## src/rtl/prbs_pkg.sv

```systemverilog
// Shared types and reference constants for the PRBS5 (x^5 style, period-7 serial) checker.
package prbs_pkg;

    typedef enum logic [1:0] {
        FILL,
        HUNT,
        LOCK
    } state_t;

    localparam int unsigned HIST_W      = 3;
    localparam int unsigned PERIOD      = 7;
    localparam logic [4:0]  SEED        = 5'b00010;
    // Bit i is the i-th generator output bit: 0,0,1,1,1,0,1
    localparam logic [PERIOD-1:0] REF_PATTERN = 7'b1011100;

    // Serial recurrence s[n+1] = s[n] ^ s[n-2], with h[0] the newest bit
    function automatic logic predict(input logic [HIST_W-1:0] h);
        return h[0] ^ h[2];
    endfunction

endpackage

```

## src/rtl/prbs5_predictor.sv

```systemverilog
// Three-bit stream history and the predicted next bit; the shift source is either
// the received bit (acquisition) or the prediction itself (flywheel while locked).
module prbs5_predictor
    import prbs_pkg::*;
(
    input  logic              clk,
    input  logic              reset,
    input  logic              shift,
    input  logic              use_expected,
    input  logic              bit_in,
    output logic [HIST_W-1:0] hist,
    output logic              expected_c
);

    assign expected_c = predict(hist);

    always_ff @(posedge clk) begin
        if (reset) begin
            hist <= '0;
        end else if (shift) begin
            hist <= {hist[HIST_W-2:0], (use_expected ? expected_c : bit_in)};
        end
    end

endmodule

```

## config.mk

```make
export PLATFORM = sky130hd
export DESIGN_NAME = prbs5_predictor
export DESIGN_NICKNAME = d
export VERILOG_FILES = /design/src/rtl/prbs_pkg.sv /design/src/rtl/prbs5_predictor.sv
export SDC_FILE = /design/constraint.sdc
export NUM_CORES = 1
export LEC_CHECK = 0
export ABC_AREA = 1
export CAP_MARGIN = 20
export CORE_AREA = 3 3 40 42
export DETAILED_ROUTE_END_ITERATION = 10
export DIE_AREA = 0 0 43 45
export PLACE_DENSITY = 0.35
export SLEW_MARGIN = 15
export SYNTH_ARGS = -nofsm -noshare
export SYNTH_HDL_FRONTEND = slang
export SYNTH_SLANG_ARGS = --single-unit
```

## constraint.sdc

```tcl
create_clock -name clk -period 1.65 [get_ports clk]
set_input_delay 0.2475 -clock clk [delete_from_list [all_inputs] [get_ports clk]]
set_output_delay 0.2475 -clock clk [all_outputs]
set_load 0.02 [all_outputs]
```

==> flow_metrics.env <==
export IMPL_status="finished, final reports clean"
export IMPL_core_area_um2=1280
export IMPL_holdBufCountCts=0
export IMPL_synth_cell_type_count=11
export IMPL_yosys_area_top_type_share_pct=40.3
export IMPL_ys_seq_elements=3
export IMPL_finalHoldViolCount=0
export IMPL_antenna_found_initial=0
export IMPL_synth_cells=19
export IMPL_p_int_uw=196
export IMPL_ios=9
export IMPL_fin_crit_sh_pct=90.4
export IMPL_place_congestion=0.625
export IMPL_comb_power_share_pct=20.2
export IMPL_rsz0062_at_grt="no"
export IMPL_final_layout_size_suffix_gt1_share_pct=29.0
export IMPL_power_density_nw_per_um2=972
export IMPL_place_ws_ps=178
export IMPL_syn_avg_cell_area_um2=7.84
export IMPL_synth_area_leader_cell="dfxtp_1"
export IMPL_num_fill_cells=142
export IMPL_max_freq_ghz=0.670
export IMPL_cap_violations=0
export IMPL_cp_arrival_ps=1240
export IMPL_drc_errors=0
export IMPL_clock_path_buffers=2
export IMPL_clkLatencyLatePin_ps=230
export IMPL_ant_nets=0
export IMPL_swShare_pct=26.2
export IMPL_fin_setup_tns_ps=0
export IMPL_multi_input_area_um2=70.1
export IMPL_worstMarginPinSlew_ps=212
export IMPL_path_delay_family="buffers and inverters"
export IMPL_grt_overflow=0
export IMPL_fp_dieArea_um2=1940
export IMPL_hp_class="reg2reg"
export IMPL_netlist_top_cells_area="dfxtp_1 (40%), a21oi_2 (12%), inv_1 (10%)"
export IMPL_htreeDepth=1
export IMPL_sequentialPowerShare_pct=31.1
export IMPL_cts_sink_count=3
export IMPL_grt_max_degree=5
export IMPL_cts_setup_buffers=0
export IMPL_timing_worst_setup_path_type="reg2out"
export IMPL_drtIter0Drc=1
export IMPL_syn_area_um2=149
export IMPL_synthesis_nets=24
export IMPL_routed_via_count=157
export IMPL_grt_pass1_wl_um=710
export IMPL_top_layer="met3"
export IMPL_cts_root_buf="clkbuf_4"
export IMPL_clock_skew_ps=1.16
export IMPL_avgViaCountPerCell=3.41
export IMPL_final_net_count=37
export IMPL_fp_dieH_um=45
export IMPL_finalWorstSetupSlack_ps=158
export IMPL_critPathMaxStageDelay_ps=630
export IMPL_crit_buf_inv=1
export IMPL_endpoint_kind="primary output"
export IMPL_slew_limit_headroom_pct=85.7
export IMPL_setup_violations=0
export IMPL_routedWlPerCell_um=8.13
export IMPL_totalWireLength_um=374
export IMPL_reg_top3="hist x3"
export IMPL_dr_pass1_iters=2
export IMPL_cts_resized=1
export IMPL_leakage_uw=0.000114
export IMPL_maxSlewViolCount=0
export IMPL_ir_drop_mv=0.385
export IMPL_track_usage_pct=5.66
export IMPL_path_cells="clkdlybuf4s50_1"
export IMPL_area_growth_pct=83.2
export IMPL_portBuffers=8
export IMPL_cp_slowest_cell="clkdlybuf4s50_1"
export IMPL_p_sw_uw=69.4
export IMPL_die_w_um=43
export IMPL_yosysSeqAreaShare_pct=40.3
export IMPL_top_register="hist"
export IMPL_largest_reg_flops=3
export IMPL_n_antenna_cell=0
export IMPL_cts_made_buffers=3
export IMPL_start_util_pct=11.6
export IMPL_tritoncts="done"
export IMPL_period_needed_ps=1490
export IMPL_clkPwrFrac_pct=48.7
export IMPL_ys_warn_count=0
export IMPL_cp_required_ps=1400
export IMPL_num_rows=13
export IMPL_grt_pass1_vias=175
export IMPL_startpoint_type="flip-flop"
export IMPL_regArea_um2=60.1
export IMPL_path_max_fanout=4
export IMPL_wl_met1_um=193
export IMPL_route_met2_wl_um=101
export IMPL_dr_wl_met3_um=79
export IMPL_clk_pin_slew_ps=40
-- cell type report --
| cell class | count | area share, % |
|---|---|---|
| timing repair buffer | 8 | 28.9 |
| multi-input combinational | 11 | 25.7 |
| sequential | 3 | 22.0 |
| clock buffer | 4 | 9.63 |
| inverter | 5 | 6.88 |
| tap | 15 | 6.88 |
-- cells in the mapped netlist, drive strengths merged --
| library cell | number |
|---|---|
| inv | 5 |
| a21oi | 4 |
| dfxtp | 3 |
| o21ai | 3 |
| nand2 | 2 |
| and2 | 1 |
| nand3 | 1 |
-- power groups by stage --
stage	Sequential [µW]	Combinational [µW]	Clock, µW
2_1_floorplan	88.9	21.4	0
3_3_place_gp	83.2	56.1	0
3_5_place_dp	83.4	55.4	0
4_1_cts	82.5	53.9	135
5_1_grt	83.5	58.6	144
6_report	82.5	53.5	129
-- metrics by stage --
step                      hold WS [ps]  total power, µW  instances  instance area (µm²)  utilization, %
after global routing               547              287         46                  273            21.2
after detailed placement           491              139         42                  248            19.3
after global placement             496              139         42                  248            19.3
final                              496              265         46                  273            21.2
after floorplan                    337              110         19                  149               -
after CTS                          498              271         46                  273            21.2
-- metal layers --
| layer | vias up | track usage [%] |
|---|---|---|
| met4 | 0 | 3.61 |
| met1 | 61 | 6.02 |
| met5 | - | 0 |
| met2 | 12 | 5.99 |
| li1 | 84 | - |
| met3 | 0 | 6.77 |
-- worst reg2reg max path: cells and delay by family (launching register included) --
kind	cells	cell delay, ps
buffers and inverters	1	60
AOI/OAI and AO/OA	1	110
and+or+nand+nor	2	130
DFF	1	390
-- cell usage in the layout, fill, tap and decap left out, drive strengths merged --
master / n
inv: 5
dfxtp: 3
a21oi: 4
nand2: 2
o21ai: 3
clkdlybuf4s50: 7
dlygate4sd2: 1
clkbuf: 4
and2: 1
nand3: 1
-- worst paths after layout --
| path | endpoint | cells after the start | slack (ps) | from |
|---|---|---|---|---|
| worst max-delay path | hist[0] | 1 | 160 | hist[0] |
| worst min register to register | hist[2] | 2 | 500 | hist[2] |
| worst min-delay path | hist[2] | 2 | 500 | hist[2] |
| worst max register to register | hist[0] | 4 | 890 | hist[0] |
-- cells by family after synthesis --
group                  Yosys count  share of synthesized area [%]
and+or+nand+nor                  4                           18.5
AOI/OAI and AO/OA                7                           28.6
DFF                              3                           40.3
buffers and inverters            5                           12.6
No activity file was read; power rests on OpenSTA's default activity.
